`src/rtl/outfifo_pkg.sv`:
```
// Shared definitions for the output-FIFO write arbiter: default widths,
// starvation limit and the arbiter state encoding.
package outfifo_pkg;

  localparam int OUTFIFO_DW         = 50;
  localparam int OUTFIFO_STARVE_MAX = 4;

  typedef enum logic [1:0] {
    IDLE = 2'd0,
    TRIG = 2'd1,
    DAQ  = 2'd2
  } state_t;

endpackage

```
`src/rtl/outfifo_arb_wdog.sv`:
```
// DAQ idle-gap watchdog: counts enabled cycles and flags the CYCLES-th one.
// Only built when OUTFIFO_ARB_WDOG_EN is defined; otherwise no timer exists.
`ifdef OUTFIFO_ARB_WDOG_EN
module outfifo_arb_wdog #(
  parameter int CYCLES = 255
) (
  input  logic clk,
  input  logic rst_n,
  input  logic clr_i,
  input  logic en_i,
  output logic timeout_o
);

  localparam int CW = (CYCLES > 1) ? $clog2(CYCLES) : 1;

  logic [CW-1:0] cnt_q, cnt_d;

  assign timeout_o = en_i && (cnt_q == CW'(CYCLES - 1));

  always_comb begin
    cnt_d = cnt_q;
    if (clr_i || timeout_o) begin
      cnt_d = '0;
    end else if (en_i) begin
      cnt_d = cnt_q + CW'(1);
    end
  end

  always_ff @(posedge clk) begin
    if (!rst_n) begin
      cnt_q <= '0;
    end else begin
      cnt_q <= cnt_d;
    end
  end

endmodule
`endif

```
`src/rtl/outfifo_wr_arb.sv`:
```
// Arbitrates trigger-info and DAQ frame words into one output FIFO with a
// registered write port. Optional DAQ idle watchdog: OUTFIFO_ARB_WDOG_EN.
module outfifo_wr_arb
  import outfifo_pkg::*;
#(
  parameter int DW          = OUTFIFO_DW,
  parameter int STARVE_MAX  = OUTFIFO_STARVE_MAX,
  parameter int WDOG_CYCLES = 255
) (
  input  logic          clk,
  input  logic          rst_n,
  input  logic          trig_req,
  input  logic [DW-1:0] trig_data,
  output logic          trig_ack,
  input  logic          daq_req,
  input  logic [DW-1:0] daq_data,
  input  logic          daq_last,
  output logic          daq_ack,
  input  logic          no_space,
  output logic [DW-1:0] fifo_din,
  output logic          fifo_wren,
  output logic          busy,
  output logic [15:0]   frame_cnt,
  output logic          wdog_err
);

  localparam int SW = (STARVE_MAX > 0) ? $clog2(STARVE_MAX + 1) : 1;

  state_t        state_q, state_d;
  logic [SW-1:0] starve_q, starve_d;
  logic [DW-1:0] din_q, din_d;
  logic          wren_q, wren_d;
  logic [15:0]   frame_q, frame_d;
  logic          daq_ok, daq_wins;
  logic          trig_ack_c, daq_ack_c;
  logic          wdog_to;

  // A frame may only start with FIFO headroom; once started it runs to daq_last.
  assign daq_ok   = daq_req && !no_space;
  assign daq_wins = daq_ok && (starve_q == SW'(STARVE_MAX));

  always_comb begin
    trig_ack_c = 1'b0;
    daq_ack_c  = 1'b0;
    state_d    = state_q;
    starve_d   = starve_q;
    unique case (state_q)
      IDLE: begin
        if (trig_req && !daq_wins) begin
          trig_ack_c = 1'b1;
          state_d    = TRIG;
          if (daq_ok) starve_d = starve_q + SW'(1);
        end else if (daq_ok) begin
          daq_ack_c = 1'b1;
          starve_d  = '0;
          if (!daq_last) state_d = DAQ;
        end
      end
      TRIG: state_d = IDLE;
      DAQ: begin
        if (daq_req) begin
          daq_ack_c = 1'b1;
          if (daq_last) state_d = IDLE;
        end else if (wdog_to) begin
          state_d = IDLE;
        end
      end
      default: state_d = IDLE;
    endcase

    wren_d  = trig_ack_c || daq_ack_c;
    din_d   = trig_ack_c ? trig_data : (daq_ack_c ? daq_data : din_q);
    frame_d = frame_q + ((daq_ack_c && daq_last) ? 16'd1 : 16'd0);
  end

  always_ff @(posedge clk) begin
    if (!rst_n) begin
      state_q  <= IDLE;
      starve_q <= '0;
      din_q    <= '0;
      wren_q   <= 1'b0;
      frame_q  <= '0;
    end else begin
      state_q  <= state_d;
      starve_q <= starve_d;
      din_q    <= din_d;
      wren_q   <= wren_d;
      frame_q  <= frame_d;
    end
  end

  assign trig_ack  = trig_ack_c;
  assign daq_ack   = daq_ack_c;
  assign fifo_din  = din_q;
  assign fifo_wren = wren_q;
  assign frame_cnt = frame_q;
  assign busy      = (state_q != IDLE);

`ifdef OUTFIFO_ARB_WDOG_EN
  logic wdog_err_q;

  outfifo_arb_wdog #(
    .CYCLES(WDOG_CYCLES)
  ) u_wdog (
    .clk      (clk),
    .rst_n    (rst_n),
    .clr_i    ((state_q != DAQ) || daq_req),
    .en_i     ((state_q == DAQ) && !daq_req),
    .timeout_o(wdog_to)
  );

  always_ff @(posedge clk) begin
    if (!rst_n) begin
      wdog_err_q <= 1'b0;
    end else begin
      wdog_err_q <= wdog_to;
    end
  end

  assign wdog_err = wdog_err_q;
`else
  logic unused_wdog;
  assign unused_wdog = |WDOG_CYCLES;
  assign wdog_to     = 1'b0;
  assign wdog_err    = 1'b0;
`endif

endmodule

```
`config.mk`:
```
export PLATFORM = sky130hd
export DESIGN_NAME = outfifo_wr_arb
export DESIGN_NICKNAME = d
export VERILOG_FILES = /design/src/rtl/outfifo_pkg.sv /design/src/rtl/outfifo_arb_wdog.sv /design/src/rtl/outfifo_wr_arb.sv
export SDC_FILE = /design/constraint.sdc
export NUM_CORES = 1
export LEC_CHECK = 0
export BUFFER_PORTS_ARGS = -buffer_cell sky130_fd_sc_hd__buf_2
export CAP_MARGIN = 30
export CORE_MARGIN = 2
export CORE_UTILIZATION = 40
export DETAILED_ROUTE_END_ITERATION = 6
export GPL_TIMING_DRIVEN = 0
export PLACE_DENSITY = 0.77
export SKIP_CTS_REPAIR_TIMING = 1
export SYNTH_ARGS = -nofsm -noshare
export SYNTH_HDL_FRONTEND = slang
export SYNTH_HIERARCHICAL = 1
export SYNTH_SLANG_ARGS = --single-unit
```
`constraint.sdc`:
```
create_clock -name clk -period 2.4 [get_ports clk]
set_input_delay 0.24 -clock clk [delete_from_list [all_inputs] [get_ports clk]]
set_output_delay 0.24 -clock clk [all_outputs]
set_load 0.01 [all_outputs]
```
==> out/results.txt, run 1 <==
Diodes inserted = 0
endpoints failing setup = 0
Critical Path Start Type = register
ratio of cells with drive above 1 in the final layout = 37.8%
Required @ worst endpoint = 2.61 ns
Ports = 177
vias per cell = 5.03
setup skew after layout = 0.0121 ns
register area share after synthesis = 46.2%
row count = 32
GR peak layer = met2
largest family of logic cells by synthesized area = simple AND/OR/NAND/NOR gates
Inserted Clock Buffers = 9
Post-Synthesis Net Count = 509
Initial Util = 40.8%
CTS tree = done
Clock Latency Late Sink = 0.34 ns
critical path's top delay family = simple AND/OR/NAND/NOR gates
M3 GR Usage = 5.09%
clk buf depth = 2
Inst Count DP = 675
first-pass GRT wire length = 14.8 mm
Die Width = 92.3 microns
Worst Path Class, Setup = reg -> reg
initial antenna violation count = 0
xor/xnor cell area share of the yosys netlist = 3.09%
Post-Synth Adder-Cell Area = 2.01%
hpwl dp = 6.98 mm
Yosys warning count = 6
Die H = 92.3 microns
Hold Crit Start = daq_last
Post-Route WL = 9.37 mm
run status = completed
min Tclk post-route = 2.33 ns
clk slew on worst S/H paths = 0.08 ns
count leader, synth = nand2_1
Netlist Area Pre-Place = 3120 sq um
gate count after technology mapping = 398
met2 usage = 36.5%
Congestion Overflow GR = 0
Post-DRT Antenna Nets = 0
#FFs+latches synth = 72
Critical-path top delay cell = dfxtp_1
Power per Cell Area = 647 nW/um^2
met1 Use GR = 26.4%
WHS = 0.114 ns
core area = 7650 sq um
Layout Area Growth over Synthesis = 41.9%
Reg-to-Reg End = frame_cnt[12]
final hold viol count = 0
leakage power = 2.13 nW
top post-synthesis cells by area = dfxtp_1 (46%), nand2_1 (13%), a31oi_1 (10%)
Hold Crit Endpoint = state_q[1]
dpl cell area = 4120 sq um
CP Max Fanout = 6
Post-synth EDFFs = 0
CP arrival = 2.53 ns
H-Tree Depth = 3
most frequently used flop master after synthesis = dfxtp_1
CP Capture Type = register
Finished Cell Area = 4420 sq um
Synth Area in Simple Gates = 21.9%
Worst path max stage delay = 0.33 ns
GRT Overall Usage = 21.3%
# Max-Cap Violations = 0
synth unique cells = 35
top cells by count, synth = nand2_1 (110), dfxtp_1 (72), a31oi_1 (50)
die area = 8510 sq um
max-slew violations = 0
first-pass iteration count of the detailed router = 4
top-area cell type share of the netlist area = 46.2%
worst reg-to-reg path cell count = 12
hold depth = 2
Post-Layout Cell Count = 695
reg2reg setup slack = 0.07 ns
GP Congestion = 0.781
drt initial violations = 166
# DRC = 0
Core Util, Final = 57.8%
Critical path buffers and inverters = 1
fin nets = 699
mux cell area share after synthesis = 0.321%
post-route clock period utilization = 96.9%
largest net degree at the start of global routing = 13
Clock Sinks = 72
port bufs = 175
syn_area_per_cell = 7.83 sq um
VDD IR max = 332 uV
reg2reg start = starve_q[1]
drt wl/cell = 13.5 microns
Clk Tree Root Cell = clkbuf_8
crit-path cells = inv_1 > ha_2 > nand4b_1 > a21oi_1 > nor2_1 > nor3b_2 > ha_2 > ha_4 > nand2_4 > nor4_4 > xnor2_1 > nor2_1
via count of the routed design = 3495
FMAX = 430 MHz
hold crit path type = in -> reg
vias in the first global route = 3241
Synth Area in Compound Gates = 20.2%
asr flop ratio synth = 0%
leading area contributor after synthesis = dfxtp_1
power consumption = 0.00286 W
[state kept, by name (all words and copies together), names as in the netlist]
signal / cells
frame_cnt: 16
fifo_wren: 1
starve_q: 3
fifo_din: 50
state_q: 2
[final cells by class]
cell class	instances	area (sq um)
inverter	8	30.0
multi-input combinational	289	1560
sequential	72	1440
tap	102	128
buffer	29	160
clock inverter	5	56.3
timing repair buffer	179	906
fill	724	3230
clock buffer	11	141
[cell usage in the layout, fill, tap and decap left out, types with 2 or more instances in the layout]
cell type	instances
a21oi_1	7
a31oi_1	50
and2_1	3
buf_2	183
buf_4	5
buf_6	5
clkbuf_1	15
clkbuf_8	10
clkinv_2	2
dfxtp_1	71
ha_1	2
ha_2	2
inv_1	6
nand2_1	109
nand2b_1	2
nand3_1	5
nand3_2	2
nor2_1	17
nor2b_1	2
nor3_1	2
nor3_2	2
nor4_2	2
o21ai_0	14
o21ai_1	39
or3_1	5
xnor2_1	9
xor2_1	2
[report_power, final]
part | switching, W | internal (W) | total, W
Sequential | 0.0000509 | 0.00129 | 0.00134
Combinational | 0.000312 | 0.000240 | 0.000552
Clock | 0.000461 | 0.000508 | 0.000969
Total | 0.000824 | 0.00204 | 0.00286
[layer usage]
| layer | part of all wire, % | vias up |
|---|---|---|
| met4 | 1.1 | 0 |
| met5 | 0 | - |
| met3 | 6.8 | 11 |
| li1 | - | 1752 |
| met1 | 42 | 1604 |
| met2 | 50 | 128 |
[kinds of logic after synthesis]
family / count (synthesis)
adders and majority gates: 5
muxes: 1
AOI/OAI and AO/OA: 112
other: 1
buffers and inverters: 37
DFF: 72
xor gates and xnor gates: 11
and+or+nand+nor: 159
[metrics by stage]
stage	setup WS (ns)	TNS (ns)
after floorplan	0.143	0
after global placement	-0.196	-0.570
after detailed placement	-0.240	-0.936
after CTS	-0.259	-1.07
after global routing	-0.0549	-0.0549
final	0.0746	0
[how the worst max path moves through the flow]
| stage | startpoint | cells past startpoint | endpoint |
|---|---|---|---|
| 3_5_place_dp | starve_q[0] | 12 | frame_cnt[12] |
| 5_1_grt | starve_q[0] | 12 | frame_cnt[12] |
| 3_3_place_gp | starve_q[0] | 12 | frame_cnt[14] |
| 4_1_cts | starve_q[0] | 12 | frame_cnt[12] |
| 6_report | starve_q[1] | 12 | frame_cnt[12] |
| 2_1_floorplan | starve_q[0] | 12 | frame_cnt[14] |
[worst reg2reg max path, delay by kind of cell (launching register included)]
kind	cells	cell delay [ns]
xor+xnor	1	0.15
buf+inv	1	0.06
compound gates	1	0.16
simple gates	6	0.96
fa+ha+maj	3	0.56
flops	1	0.33
No activity file was read; power rests on OpenSTA's default activity.
==> run 2: changes to the inputs <==
--- a/config.mk
+++ b/config.mk
@@ -5,7 +5,7 @@
 export SDC_FILE = /design/constraint.sdc
 export NUM_CORES = 1
 export LEC_CHECK = 0
-export BUFFER_PORTS_ARGS = -buffer_cell sky130_fd_sc_hd__buf_2
+export BUFFER_PORTS_ARGS = -buffer_cell sky130_fd_sc_hd__clkbuf_2
 export CAP_MARGIN = 30
 export CORE_MARGIN = 2
 export CORE_UTILIZATION = 40
==> out/results.txt, run 2 (synthesized netlist as in run 1, its figures left out) <==
fin nets = 697 (was 699)
H-Tree Depth = 3 (unchanged)
Congestion Overflow GR = 0 (unchanged)
CP Capture Type = register (unchanged)
Layout Area Growth over Synthesis = 41.6% (was 41.9%)
Post-Route WL = 9.40 mm (was 9.37 mm)
Post-DRT Antenna Nets = 0 (unchanged)
hold crit path type = in -> reg (unchanged)
Diodes inserted = 0 (unchanged)
# DRC = 0 (unchanged)
Power per Cell Area = 649 nW/um^2 (was 647 nW/um^2)
final hold viol count = 0 (unchanged)
endpoints failing setup = 0 (unchanged)
first-pass GRT wire length = 15.2 mm (was 14.8 mm)
Die H = 92.3 microns (unchanged)
vias in the first global route = 3367 (was 3241)
Sum Neg Setup Slack = 0 ns (unchanged)
hpwl dp = 6.96 mm (was 6.98 mm)
die area = 8510 sq um (unchanged)
min Tclk post-route = 2.29 ns (was 2.33 ns)
power consumption = 0.00286 W (about the same)
Initial Util = 40.8% (unchanged)
core area = 7650 sq um (unchanged)
max reg flops = 50 (unchanged)
Worst Path Class, Setup = reg -> reg (unchanged)
setup skew after layout = 0.00794 ns (was 0.0121 ns)
Worst path max stage delay = 0.38 ns (was 0.33 ns)
Die Width = 92.3 microns (unchanged)
CTS tree = done (unchanged)
CP Max Fanout = 6 (unchanged)
GRT Overall Usage = 21.9% (was 21.3%)
Filler cells = 710 (was 724)
largest net degree at the start of global routing = 12 (was 13)
Inserted Clock Buffers = 9 (unchanged)
CP arrival = 2.55 ns (was 2.53 ns)
port bufs = 175 (unchanged)
leakage power = 2.11 nW (was 2.13 nW)
drt initial violations = 177 (was 166)
clk slew on worst S/H paths = 0.07 ns (was 0.08 ns)
most common cell after layout, fill and taps aside = clkbuf_2 (was buf_2)
via count of the routed design = 3502 (was 3495)
max-slew violations = 0 (unchanged)
most frequent cells in the layout = clkbuf_2 (175), nand2_1 (109), dfxtp_1 (70), a31oi_1 (50), o21ai_1 (39) (was buf_2 (183), nand2_1 (109), dfxtp_1 (71), a31oi_1 (50), o21ai_1 (39))
post-route clock period utilization = 95.5% (was 96.9%)
VDD IR max = 286 uV (was 332 uV)
Critical Path Start Type = register (unchanged)
GP Congestion = 0.790 (was 0.781)
Clock Latency Late Sink = 0.33 ns (was 0.34 ns)
row count = 32 (unchanged)
# Max-Cap Violations = 0 (unchanged)
Clock Sinks = 72 (unchanged)
Clk Tree Root Cell = clkbuf_8 (unchanged)
clk buf depth = 2 (unchanged)
FMAX = 436 MHz (was 430 MHz)
drt wl/cell = 13.6 microns (was 13.5 microns)
initial antenna violation count = 0 (unchanged)
first-pass iteration count of the detailed router = 4 (unchanged)
setup ws final = 0.107 ns (was 0.0746 ns)
Ports = 177 (unchanged)
DP Worst Slack = -0.237 ns (was -0.240 ns)
Critical-path top delay cell = or3_1 (was dfxtp_1)
ratio of cells with drive above 1 in the final layout = 37.9% (was 37.8%)
vias per cell = 5.05 (was 5.03)
Required @ worst endpoint = 2.65 ns (was 2.61 ns)
run status = completed (unchanged)
crit-path cells = inv_1 > ha_2 > nand4b_1 > a21oi_2 > nor2_1 > nor3b_2 > ha_2 > ha_4 > nand2_4 > or3_1 > a21oi_2 (was inv_1 > ha_2 > nand4b_1 > a21oi_1 > nor2_1 > nor3b_2 > ha_2 > ha_4 > nand2_4 > nor4_4 > xnor2_1 > nor2_1)
-- run 2: cell types whose count changed in the layout (fill, tap and decap cells not counted), moves of 2 or more --
cell / previous run / this run
a21oi_2: 0 / 2
buf_4: 5 / 3
clkbuf_2: 0 / 175
a21oi_1: 7 / 5
buf_2: 183 / 8
-- run 2: power by group --
group          leakage, nW  switching (W)  internal (W)
logic                 1.41       0.000312      0.000237
registers            0.594      0.0000548       0.00129
clock network        0.103       0.000434      0.000535
-- run 2: critical path: cells and delay by family, from the launching register on --
family / cells / cell delay [ns]
buf+inv: 1 / 0.05
compound gates: 2 / 0.33
flops: 1 / 0.33
fa+ha+maj: 3 / 0.55
simple gates: 5 / 0.95
-- run 2: layer usage --
metal	vias to the layer above	global-route usage, %	routed length, microns
met2	141	36.9	4670
met5	-	0	0
met4	0	6.84	134
li1	1749	-	-
met1	1597	27.7	3950
met3	15	5.51	640
-- run 2: area by class of cell --
cell class                      instances  area [sq um]  share of cell area [%]
Multi-Input combinational cell        289          1560                    35.4
Sequential cell                        72          1440                    32.7
Timing Repair Buffer                  177           891                    20.2
Buffer                                 29           160                    3.63
Clock buffer                           13           159                    3.60
Tap cell                              102           128                    2.89
Clock inverter                          3          40.0                   0.907
Inverter                                8          30.0                   0.680
-- run 2: metrics by stage --
stage	cell area [sq um]	std cells	utilization, %	hold WS [ns]
CTS	4320	691	56.5	0.111
detailed placement	4120	675	53.9	0.474
global route	4410	693	57.7	0.104
finish	4410	693	57.7	0.124
global placement	4120	675	53.9	0.458
floorplan	3120	398	-	0.354
-- run 2: worst paths after layout --
path	from	to	slack (ns)	cells after the start
setup / recovery	starve_q[0]	frame_cnt[6]	0.11	11
hold / removal	daq_last	state_q[1]	0.12	2
setup reg to reg	starve_q[0]	frame_cnt[6]	0.11	11
hold reg to reg	starve_q[0]	starve_q[0]	0.47	2
